## src/rtl/cpu_mem_arbiter_if.sv

```systemverilog
// Fetch/MEM/memory-port bundle of the shared memory arbiter.
// slave = arbiter side, master = pipeline plus memory side.
interface cpu_mem_arbiter_if;
  logic        flush;

  logic        inst_req;
  logic [31:0] inst_addr;
  logic        inst_addr_ok;
  logic        inst_data_ok;
  logic [31:0] inst_rdata;

  logic        data_req;
  logic        data_wr;
  logic [1:0]  data_size;
  logic [31:0] data_addr;
  logic [31:0] data_wdata;
  logic        data_addr_ok;
  logic        data_data_ok;
  logic [31:0] data_rdata;

  logic        mem_req;
  logic        mem_wr;
  logic [1:0]  mem_size;
  logic [31:0] mem_addr;
  logic [31:0] mem_wdata;
  logic        mem_addr_ok;
  logic        mem_data_ok;
  logic [31:0] mem_rdata;

  logic        stallreq_from_if;
  logic        stallreq_from_mem;

  modport slave (
    input  flush,
    input  inst_req, inst_addr,
    output inst_addr_ok, inst_data_ok, inst_rdata,
    input  data_req, data_wr, data_size,
    input  data_addr, data_wdata,
    output data_addr_ok, data_data_ok, data_rdata,
    output mem_req, mem_wr, mem_size,
    output mem_addr, mem_wdata,
    input  mem_addr_ok, mem_data_ok, mem_rdata,
    output stallreq_from_if, stallreq_from_mem
  );

  modport master (
    output flush,
    output inst_req, inst_addr,
    input  inst_addr_ok, inst_data_ok, inst_rdata,
    output data_req, data_wr, data_size,
    output data_addr, data_wdata,
    input  data_addr_ok, data_data_ok, data_rdata,
    input  mem_req, mem_wr, mem_size,
    input  mem_addr, mem_wdata,
    output mem_addr_ok, mem_data_ok, mem_rdata,
    input  stallreq_from_if, stallreq_from_mem
  );
endinterface

```

## src/rtl/cpu_mem_arbiter.sv

```systemverilog
// Single-outstanding arbiter between fetch and MEM stage
// onto one shared address/data-phase memory port.
module cpu_mem_arbiter #(
  parameter int DATA_STREAK_MAX = 2
) (
  input logic              clk,
  input logic              rst,
  cpu_mem_arbiter_if.slave bus
);

  typedef enum logic [2:0] {
    IDLE,
    I_ADDR,
    I_DATA,
    D_ADDR,
    D_DATA
  } state_t;

  localparam logic [2:0] SMAX = 3'(DATA_STREAK_MAX);

  state_t      state_q;
  state_t      state_d;
  logic [2:0]  streak_q;
  logic        discard_q;
  logic        req_wr_q;
  logic [1:0]  req_size_q;
  logic [31:0] req_addr_q;
  logic [31:0] req_wdata_q;
  logic [31:0] irdata_q;
  logic [31:0] drdata_q;

  logic in_idle;
  logic in_addr;
  logic in_data;
  logic in_inst;
  logic grant_d;
  logic grant_i;
  logic done;
  logic done_i;
  logic done_d;
  logic drop;

  assign in_idle = state_q == IDLE;
  assign in_addr = state_q == I_ADDR
                 || state_q == D_ADDR;
  assign in_data = state_q == I_DATA
                 || state_q == D_DATA;
  assign in_inst = state_q == I_ADDR
                 || state_q == I_DATA;

  assign grant_d = !rst && in_idle
                 && bus.data_req
                 && (!bus.inst_req
                     || streak_q < SMAX);
  assign grant_i = !rst && in_idle
                 && !grant_d
                 && bus.inst_req;

  // Address phase may complete in the same beat as data.
  assign done = !rst
    && ((in_addr && bus.mem_addr_ok
         && bus.mem_data_ok)
        || (in_data && bus.mem_data_ok));
  assign done_i = done && in_inst;
  assign done_d = done && !in_inst;

  assign drop = discard_q || bus.flush;

  assign bus.inst_addr_ok = grant_i;
  assign bus.data_addr_ok = grant_d;
  assign bus.inst_data_ok = done_i && !drop;
  assign bus.data_data_ok = done_d;

  assign bus.inst_rdata = bus.inst_data_ok
                        ? bus.mem_rdata
                        : irdata_q;
  assign bus.data_rdata = bus.data_data_ok
                        ? bus.mem_rdata
                        : drdata_q;

  assign bus.mem_req   = in_addr;
  assign bus.mem_wr    = req_wr_q;
  assign bus.mem_size  = req_size_q;
  assign bus.mem_addr  = req_addr_q;
  assign bus.mem_wdata = req_wdata_q;

  assign bus.stallreq_from_if =
    bus.inst_req && !bus.inst_data_ok;
  assign bus.stallreq_from_mem =
    bus.data_req && !bus.data_data_ok;

  always_comb begin
    state_d = state_q;
    unique case (state_q)
      IDLE: begin
        if (grant_d)
          state_d = D_ADDR;
        else if (grant_i)
          state_d = I_ADDR;
      end
      I_ADDR: begin
        if (done)
          state_d = IDLE;
        else if (bus.mem_addr_ok)
          state_d = I_DATA;
      end
      I_DATA: begin
        if (done)
          state_d = IDLE;
      end
      D_ADDR: begin
        if (done)
          state_d = IDLE;
        else if (bus.mem_addr_ok)
          state_d = D_DATA;
      end
      D_DATA: begin
        if (done)
          state_d = IDLE;
      end
      default: state_d = IDLE;
    endcase
  end

  always_ff @(posedge clk) begin
    if (rst) begin
      state_q     <= IDLE;
      streak_q    <= '0;
      discard_q   <= 1'b0;
      req_wr_q    <= 1'b0;
      req_size_q  <= '0;
      req_addr_q  <= '0;
      req_wdata_q <= '0;
      irdata_q    <= '0;
      drdata_q    <= '0;
    end else begin
      state_q <= state_d;
      if (grant_d) begin
        req_wr_q    <= bus.data_wr;
        req_size_q  <= bus.data_size;
        req_addr_q  <= bus.data_addr;
        req_wdata_q <= bus.data_wdata;
        if (bus.inst_req && streak_q < SMAX)
          streak_q <= streak_q + 3'd1;
      end
      if (grant_i) begin
        req_wr_q    <= 1'b0;
        req_size_q  <= 2'd2;
        req_addr_q  <= bus.inst_addr;
        req_wdata_q <= '0;
        streak_q    <= '0;
      end
      // The flushed fetch still drains on the port.
      if (done_i)
        discard_q <= 1'b0;
      else if (in_inst && bus.flush)
        discard_q <= 1'b1;
      if (bus.inst_data_ok)
        irdata_q <= bus.mem_rdata;
      if (bus.data_data_ok)
        drdata_q <= bus.mem_rdata;
    end
  end

endmodule

```

## src/flat_wrapper.sv

```systemverilog
// flat-port wrapper written by rule: the top's interface ports become plain ports
module cpu_mem_arbiter_flat 
#(
  parameter int DATA_STREAK_MAX = 2
)
  (clk, rst, bus_flush, bus_inst_req, bus_inst_addr, bus_inst_addr_ok, bus_inst_data_ok, bus_inst_rdata, bus_data_req, bus_data_wr, bus_data_size, bus_data_addr, bus_data_wdata, bus_data_addr_ok, bus_data_data_ok, bus_data_rdata, bus_mem_req, bus_mem_wr, bus_mem_size, bus_mem_addr, bus_mem_wdata, bus_mem_addr_ok, bus_mem_data_ok, bus_mem_rdata, bus_stallreq_from_if, bus_stallreq_from_mem);
  cpu_mem_arbiter_if bus_i ();
  input logic clk;
  input logic rst;
  input wire logic [$bits(bus_i.flush)-1:0] bus_flush;
  input wire logic [$bits(bus_i.inst_req)-1:0] bus_inst_req;
  input wire logic [$bits(bus_i.inst_addr)-1:0] bus_inst_addr;
  output wire logic [$bits(bus_i.inst_addr_ok)-1:0] bus_inst_addr_ok;
  output wire logic [$bits(bus_i.inst_data_ok)-1:0] bus_inst_data_ok;
  output wire logic [$bits(bus_i.inst_rdata)-1:0] bus_inst_rdata;
  input wire logic [$bits(bus_i.data_req)-1:0] bus_data_req;
  input wire logic [$bits(bus_i.data_wr)-1:0] bus_data_wr;
  input wire logic [$bits(bus_i.data_size)-1:0] bus_data_size;
  input wire logic [$bits(bus_i.data_addr)-1:0] bus_data_addr;
  input wire logic [$bits(bus_i.data_wdata)-1:0] bus_data_wdata;
  output wire logic [$bits(bus_i.data_addr_ok)-1:0] bus_data_addr_ok;
  output wire logic [$bits(bus_i.data_data_ok)-1:0] bus_data_data_ok;
  output wire logic [$bits(bus_i.data_rdata)-1:0] bus_data_rdata;
  output wire logic [$bits(bus_i.mem_req)-1:0] bus_mem_req;
  output wire logic [$bits(bus_i.mem_wr)-1:0] bus_mem_wr;
  output wire logic [$bits(bus_i.mem_size)-1:0] bus_mem_size;
  output wire logic [$bits(bus_i.mem_addr)-1:0] bus_mem_addr;
  output wire logic [$bits(bus_i.mem_wdata)-1:0] bus_mem_wdata;
  input wire logic [$bits(bus_i.mem_addr_ok)-1:0] bus_mem_addr_ok;
  input wire logic [$bits(bus_i.mem_data_ok)-1:0] bus_mem_data_ok;
  input wire logic [$bits(bus_i.mem_rdata)-1:0] bus_mem_rdata;
  output wire logic [$bits(bus_i.stallreq_from_if)-1:0] bus_stallreq_from_if;
  output wire logic [$bits(bus_i.stallreq_from_mem)-1:0] bus_stallreq_from_mem;
  assign bus_i.flush = bus_flush;
  assign bus_i.inst_req = bus_inst_req;
  assign bus_i.inst_addr = bus_inst_addr;
  assign bus_inst_addr_ok = bus_i.inst_addr_ok;
  assign bus_inst_data_ok = bus_i.inst_data_ok;
  assign bus_inst_rdata = bus_i.inst_rdata;
  assign bus_i.data_req = bus_data_req;
  assign bus_i.data_wr = bus_data_wr;
  assign bus_i.data_size = bus_data_size;
  assign bus_i.data_addr = bus_data_addr;
  assign bus_i.data_wdata = bus_data_wdata;
  assign bus_data_addr_ok = bus_i.data_addr_ok;
  assign bus_data_data_ok = bus_i.data_data_ok;
  assign bus_data_rdata = bus_i.data_rdata;
  assign bus_mem_req = bus_i.mem_req;
  assign bus_mem_wr = bus_i.mem_wr;
  assign bus_mem_size = bus_i.mem_size;
  assign bus_mem_addr = bus_i.mem_addr;
  assign bus_mem_wdata = bus_i.mem_wdata;
  assign bus_i.mem_addr_ok = bus_mem_addr_ok;
  assign bus_i.mem_data_ok = bus_mem_data_ok;
  assign bus_i.mem_rdata = bus_mem_rdata;
  assign bus_stallreq_from_if = bus_i.stallreq_from_if;
  assign bus_stallreq_from_mem = bus_i.stallreq_from_mem;
  cpu_mem_arbiter #(.DATA_STREAK_MAX(DATA_STREAK_MAX)) u_core (.clk(clk), .rst(rst), .bus(bus_i));
endmodule
```

## config.mk

```make
export PLATFORM = sky130hd
export DESIGN_NAME = cpu_mem_arbiter_flat
export DESIGN_NICKNAME = d
export VERILOG_FILES = /design/src/rtl/cpu_mem_arbiter_if.sv /design/src/rtl/cpu_mem_arbiter.sv /design/src/flat_wrapper.sv
export SDC_FILE = /design/constraint.sdc
export NUM_CORES = 1
export LEC_CHECK = 0
export ABC_AREA = 1
export BUFFER_PORTS_ARGS = -buffer_cell sky130_fd_sc_hd__clkbuf_2
export CAP_MARGIN = 15
export CELL_PAD_IN_SITES_DETAIL_PLACEMENT = 1
export CELL_PAD_IN_SITES_GLOBAL_PLACEMENT = 2
export CORE_ASPECT_RATIO = 0.9
export CORE_MARGIN = 2
export CORE_UTILIZATION = 23
export DETAILED_ROUTE_END_ITERATION = 8
export GPL_TIMING_DRIVEN = 0
export HOLD_SLACK_MARGIN = 0.1
export MAX_ROUTING_LAYER = met4
export PLACE_DENSITY = 0.81
export SYNTH_ARGS = -nofsm -noshare
export SYNTH_HDL_FRONTEND = slang
export SYNTH_SLANG_ARGS = --single-unit
```

## constraint.sdc

```tcl
create_clock -name clk -period 1.63 [get_ports clk]
set_input_delay 0.163 -clock clk [delete_from_list [all_inputs] [get_ports clk]]
set_output_delay 0.163 -clock clk [all_outputs]
set_load 0.02 [all_outputs]
```

# --- Word level (Yosys, flattened, before mapping) ---
# Index checks and enable logic that the tools add are counted.
totals:
  n_memories: 0
  input_bits: 138
  latch_bits: 0
  mem_bits_rw: 0
  register_bits: 138
  word_cells: 70
  output_inout_bits: 138
  romBits: 0
op_classes:
  add_sub_neg: 1
  muxes: 14
  n_reduce_logical: 36
  shift: 0
  n_lt_le_gt_ge: 1
  n_div: 0
  mul: 0
  n_eq_ne: 8
  n_bitwise: 0
op_table:
  columns: ["op", "count"]
  rows:
  - ["32-bit 2-to-1 mux", 4]
  - ["3-bit 2-to-1 mux", 7]
  - ["1-bit logical AND", 16]
  - ["3-bit case mux with 4 select lines", 1]
  - ["1-bit logical NOT", 7]
  - ["3-bit by 2-bit == test with 1-bit output, second input constant", 2]
  - ["1-bit logical OR", 6]
  - ["3-bit by 2-bit inequality test with 1-bit output, second input constant", 2]
  - ["2-bit OR reduction", 3]
  - ["2-bit 2-to-1 mux", 2]
  - ["4-bit AND reduction", 1]
  - ["3-bit by 1-bit adder with 3-bit output, second input constant", 1]
  - ["3-bit by 1-bit == test with 1-bit output, second input constant", 1]
  - ["3-bit == test, second input constant", 1]
  - ["3-bit logical NOT", 1]
  - ["3-bit by 2-bit < comparator with 1-bit output, second input constant", 1]
  - ["3-bit inequality test, second input constant", 1]
  - ["2-bit by 1-bit inequality test with 1-bit output, second input constant", 1]
  - ["2-bit AND reduction", 1]
  - ["2-bit nonzero test", 1]

# --- Logic depth before layout (Yosys ltp) ---
depth:
  word_depth: 10
  mapped_depth: 10
  mapped_depth_nobuf: 9

# --- Worst setup path before layout ---
# OpenSTA, ideal clock, no wires.
synth_path:
  kind: "flip-flop to output port"
  start: "reg u_core.state_q[0]"
  end: "out bus_inst_rdata[22]"
  t_required_ns: 1.467
  t_arrival_ns: 1.624
  path_stages_with_launch: 11
  path_slack_ns: -0.157
  path_buffers: 1
  cell_sequence: "dfxtp_1 -> inv_2 -> nor2_2 -> nand2_1 -> nand2_2 -> nand3_1 -> nor2_4 -> buf_4 -> nand2_1 -> nand2_1 -> inv_1"
synth_via:
  elab_chain_cells: 9
  word_cells_on_any_way: 15
  cone_classes: "4 x eq/ne; 1 x mux; 10 x reduce/logical"
synth_lines:
  columns: ["element", "line_no", "source"]
  rows:
  - ["start, declared", "cpu_mem_arbiter.sv:21", "state_t state_q;"]
  - ["start signal, assigned", "cpu_mem_arbiter.sv:137", "state_q <= state_d;"]
  - ["3-bit by 1-bit == test with 1-bit output or 3-bit by 2-bit == test with 1-bit output (tied branches)", "cpu_mem_arbiter.sv:44, cpu_mem_arbiter.sv:45", null]
  - ["1-bit logical OR *", "cpu_mem_arbiter.sv:45", "|| state_q == D_ADDR;"]
  - ["net bus_mem_req", "flat_wrapper.sv:24", "output wire logic [$bits(bus_i.mem_req)-1:0] bus_mem_req;"]
  - ["1-bit logical AND *", "cpu_mem_arbiter.sv:61", "&& ((in_addr && bus.mem_addr_ok"]
  - ["1-bit logical AND *", "cpu_mem_arbiter.sv:62", "&& bus.mem_data_ok)"]
  - ["1-bit logical OR *", "cpu_mem_arbiter.sv:63", "|| (in_data && bus.mem_data_ok));"]
  - ["1-bit logical AND *", "cpu_mem_arbiter.sv:61", null]
  - ["1-bit logical AND *", "cpu_mem_arbiter.sv:64", "assign done_i = done && in_inst;"]
  - ["1-bit logical AND *", "cpu_mem_arbiter.sv:71", "assign bus.inst_data_ok = done_i && !drop;"]
  - ["net bus_inst_data_ok", "flat_wrapper.sv:14", "output wire logic [$bits(bus_i.inst_data_ok)-1:0] bus_inst_data_ok;"]
  - ["32-bit 2-to-1 mux *", null, null]
  - ["end, declared", "flat_wrapper.sv:15", "output wire logic [$bits(bus_i.inst_rdata)-1:0] bus_inst_rdata;"]
# The timed path passes the listed nets; every way through them passes the cells marked *.

# --- Final worst setup path ---
layout_path:
  start: "reg u_core.state_q[2]"
  end: "out bus_data_rdata[28]"
layout_via:
  elab_chain_cells: 8
  word_cells_on_any_way: 15
  cone_classes: "4 x eq/ne; 1 x mux; 10 x reduce/logical"
layout_lines:
  columns: ["element", "line_no", "source"]
  rows:
  - ["3-bit by 1-bit == test with 1-bit output or 3-bit by 2-bit == test with 1-bit output (tied branches)", "cpu_mem_arbiter.sv:44, cpu_mem_arbiter.sv:48, cpu_mem_arbiter.sv:45", null]
  - ["1-bit logical OR", "cpu_mem_arbiter.sv:45", null]
  - ["1-bit logical AND", "cpu_mem_arbiter.sv:61", null]
  - ["1-bit logical AND", "cpu_mem_arbiter.sv:62", null]
  - ["1-bit logical OR", "cpu_mem_arbiter.sv:63", null]
  - ["1-bit logical AND", "cpu_mem_arbiter.sv:61", null]
  - ["1-bit logical AND *", "cpu_mem_arbiter.sv:65", "assign done_d = done && !in_inst;"]
  - ["32-bit 2-to-1 mux *", null, null]
  - ["end, declared", "flat_wrapper.sv:23", "output wire logic [$bits(bus_i.data_rdata)-1:0] bus_data_rdata;"]
# Every way passes the cells marked *; elsewhere a longest branch is shown, timed or not.

==> impl_results.md <==
- Peak Freq: 449 MHz
- DRC: 0
- Vias in the first global route: 7860
- Syn nets: 1016
- IO Pins: 276
- GR Layer Usage met2: 0.363
- Final hold vios: 0
- FF+latch count, synth: 138
- Setup TNS: -49730 ps
- Via/cell ratio: 4.33
- Initial antenna violation count: 0
- R2r worst-path depth: 14
- CP arrival: 2060 ps
- CP Capture Type: output port
- Final WL: 28.6 mm
- Commonest cells post-synth: 327 x nand2_1, 138 x dfxtp_1, 121 x inv_1
- Crit path max fanout: 5
- GR peak layer: met2
- Yosys warnings: 0
- Worst Max-Slew Pin Slew: 728 ps
- Combinational share of power: 0.412
- Reg power frac: 0.302
- Async SR Flop Fraction: 0
- Worst Skew: 15.6 ps
- Worst R2R Setup Slack: -570 ps
- Setup-violating endpoint count in the final report: 147
- Wire per inst: 16.3 microns
- GR Util All Layers: 0.203
- Startpoint Class: flip-flop
- Worst Setup SP: u_core.state_q[2]
- Status: finished with violations
- Relative slew margins: 0.515
- Worst r2r dst: u_core.irdata_q[6]
- DIE HEIGHT: 156 microns
- Clk Latency, worst-skew pair: 420 ps
- Pin count of the biggest net entering global routing: 17
- Drt first pass iters: 4
- Min-delay worst type: in -> reg
- RSZ-0062 raised after global routing: yes
- Die area: 26900 sq um
- Power Total: 13.4 mW
- Vias: 7610
- FILL cells: 3100
- CTS Buf Count: 17
- Capture point of the worst path: bus_data_rdata[28]
- Final critical-path required period: 2230 ps
- Met3 usage: 0.0439
- Ys flop type: dfxtp_1
- Mean Syn Cell Area: 6.72 sq um
- Post-Syn Area: 5890 sq um
- Grt total ovfl: 0
- Slew Limit Fails: 0
- Port buffer count: 275
- PD cells: 1150 nW/um^2
- Core Area: 25200 sq um
- Clock tree from TritonCTS: yes
- Max-cap violations: 0
- Final critical-path share of the clock period: 1.37
- Drt first-iter violations: 258
- Share of layout cells above drive strength 1: 0.406
- Row count: 55
- Layout area overhead: 97.6%
- Psw: 4.97 mW
- Multi-input logic area: 2920 sq um
- Global-route wire length before repair: 41.8 mm
- Sw Ratio: 0.371
- Maximum clock insertion buffer count: 2
- Violated checks: negative setup slack
- Routability cong.: 0.771
- H-tree level count: 4
- Syn Inst Count: 877
- CP Class: reg -> out
- P_int: 8.44 mW
- Peak VDD IR: 0.790 mV
- Initial core utilization: 0.234
- HPWL after detailed placement: 16.7 mm
- DRT antenna net count: 0
- Clk sinks: 138
- Sequential cell area: 2770 sq um
- Clock share of power: 0.286
- Root buffer cell: clkbuf_16
- Largest area contributor in the netlist: dfxtp_1
- GRT met1 Usage: 0.228
- Final net count: 1540
- Top-area cell type share of the netlist area: 0.469
- Seq/Total Area, Yosys: 0.469
- Pleak: 6.01 nW
- Antenna diode count: 0
- Area contributors post-synth: dfxtp_1 47%, nand2_1 21%, a21oi_1 8.3%
- Setup ws final: -597 ps
- Worst EP required: 1470 ps
- Die Wd: 173 microns
- Final core occ: 0.462
- Number of synthesized flops with an enable pin: 0
- Synth unique cells: 22
- Critical R2R Launch: u_core.state_q[2]
- Reg clk slew, reported paths: 60 ps
- Most numerous cell in the Yosys netlist: nand2_1
[final cells by class]
cell class / count / share of cell area
timing repair buffer: 505 / 0.345
multi-input combinational: 567 / 0.251
sequential: 138 / 0.238
inverter: 125 / 0.0405
buffer: 47 / 0.0396
clock buffer: 18 / 0.0369
tap: 342 / 0.0368
clock inverter: 14 / 0.0118
[cell families after synthesis]
kind of cell	after synthesis	share of synthesized area
simple gates	426	0.288
buf+inv	172	0.120
compound gates	139	0.120
flops	138	0.469
xor+xnor	1	0.00149
fa+ha+maj	1	0.00212
[state kept, by name, indices dropped and copies added, names as in the netlist]
name                  flops
u_core.bus.mem_addr      32
u_core.bus.mem_size       2
u_core.bus.mem_wdata     32
u_core.bus.mem_wr         1
u_core.discard_q          1
u_core.drdata_q          32
u_core.irdata_q          32
u_core.state_q            3
u_core.streak_q           3
[placed cells by master, fill, tap and decap left out, types with 3 or more instances in the layout]
cell	count
o21ai_0	13
clkbuf_1	11
clkinvlp_4	4
o21ai_4	4
buf_12	7
inv_2	24
nor2_4	7
buf_8	25
a21oi_1	80
dlygate4sd3_1	131
dfxtp_1	135
nand3_1	32
clkbuf_2	217
clkbuf_4	26
nand2_1	273
nor2_1	48
nand2_2	34
buf_6	37
o21ai_2	12
clkbuf_8	14
inv_6	5
a21oi_2	18
nand4_1	3
o21ai_1	11
clkbuf_16	22
nand3_2	3
buf_2	6
inv_1	100
nand2_4	21
buf_4	71
[worst min path at each step]
stage	from	end	slack, ps	depth (start not counted)
floorplan	bus_inst_addr[12]	u_core.bus.mem_addr[12]	300	2
global placement	bus_inst_addr[16]	u_core.bus.mem_addr[16]	400	3
detailed placement	bus_inst_addr[16]	u_core.bus.mem_addr[16]	400	3
CTS	bus_mem_addr_ok	u_core.state_q[0]	120	4
global route	bus_mem_addr_ok	u_core.state_q[0]	120	4
finish	bus_mem_addr_ok	u_core.state_q[0]	100	4
[layer usage]
| metal | wire length [microns] | vias to the layer above |
|---|---|---|
| li1 | - | 3738 |
| met1 | 11800 | 3613 |
| met2 | 14900 | 218 |
| met3 | 1250 | 41 |
| met4 | 582 | 0 |
| met5 | 0 | - |
[power groups by stage]
stage	clock network, mW	logic [mW]	registers [mW]
3_5_place_dp	0	3.48	4.09
2_1_floorplan	0	1.85	4.39
5_1_grt	4.09	5.96	4.09
3_3_place_gp	0	3.44	4.08
6_report	3.84	5.53	4.05
4_1_cts	3.94	4.49	4.03
[through the flow]
stage	instances	instance area, sq um	hold slack (ps)	setup WS, ps
after floorplan	877	5900	299	5.57
after global placement	1494	7710	398	-349
after detailed placement	1494	7710	400	-374
after CTS	1723	10700	116	-524
after global routing	1756	11600	122	-703
final	1756	11600	95.6	-597
[worst max-delay path: stages, from the launching register on]
cell	delay (ps)
dfxtp_4	370
nor2_4	150
nand2_4	90
nand3_4	120
nand2_2	110
nor2_4	130
buf_6	140
buf_8	130
nand2_1	70
nand2_1	130
clkbuf_4	210
[what timing repair did]
item | CTS | global route
gates resized for setup | 186 | 203
setup endpoints to repair | 199 | 168
hold buffers | 131 | 0
pin swaps | 24 | 35
hold endpoints to repair | 119 | 0
buffers inserted | 63 | 29
gates cloned | 3 | 5
Power figures use the tool's default switching activity.
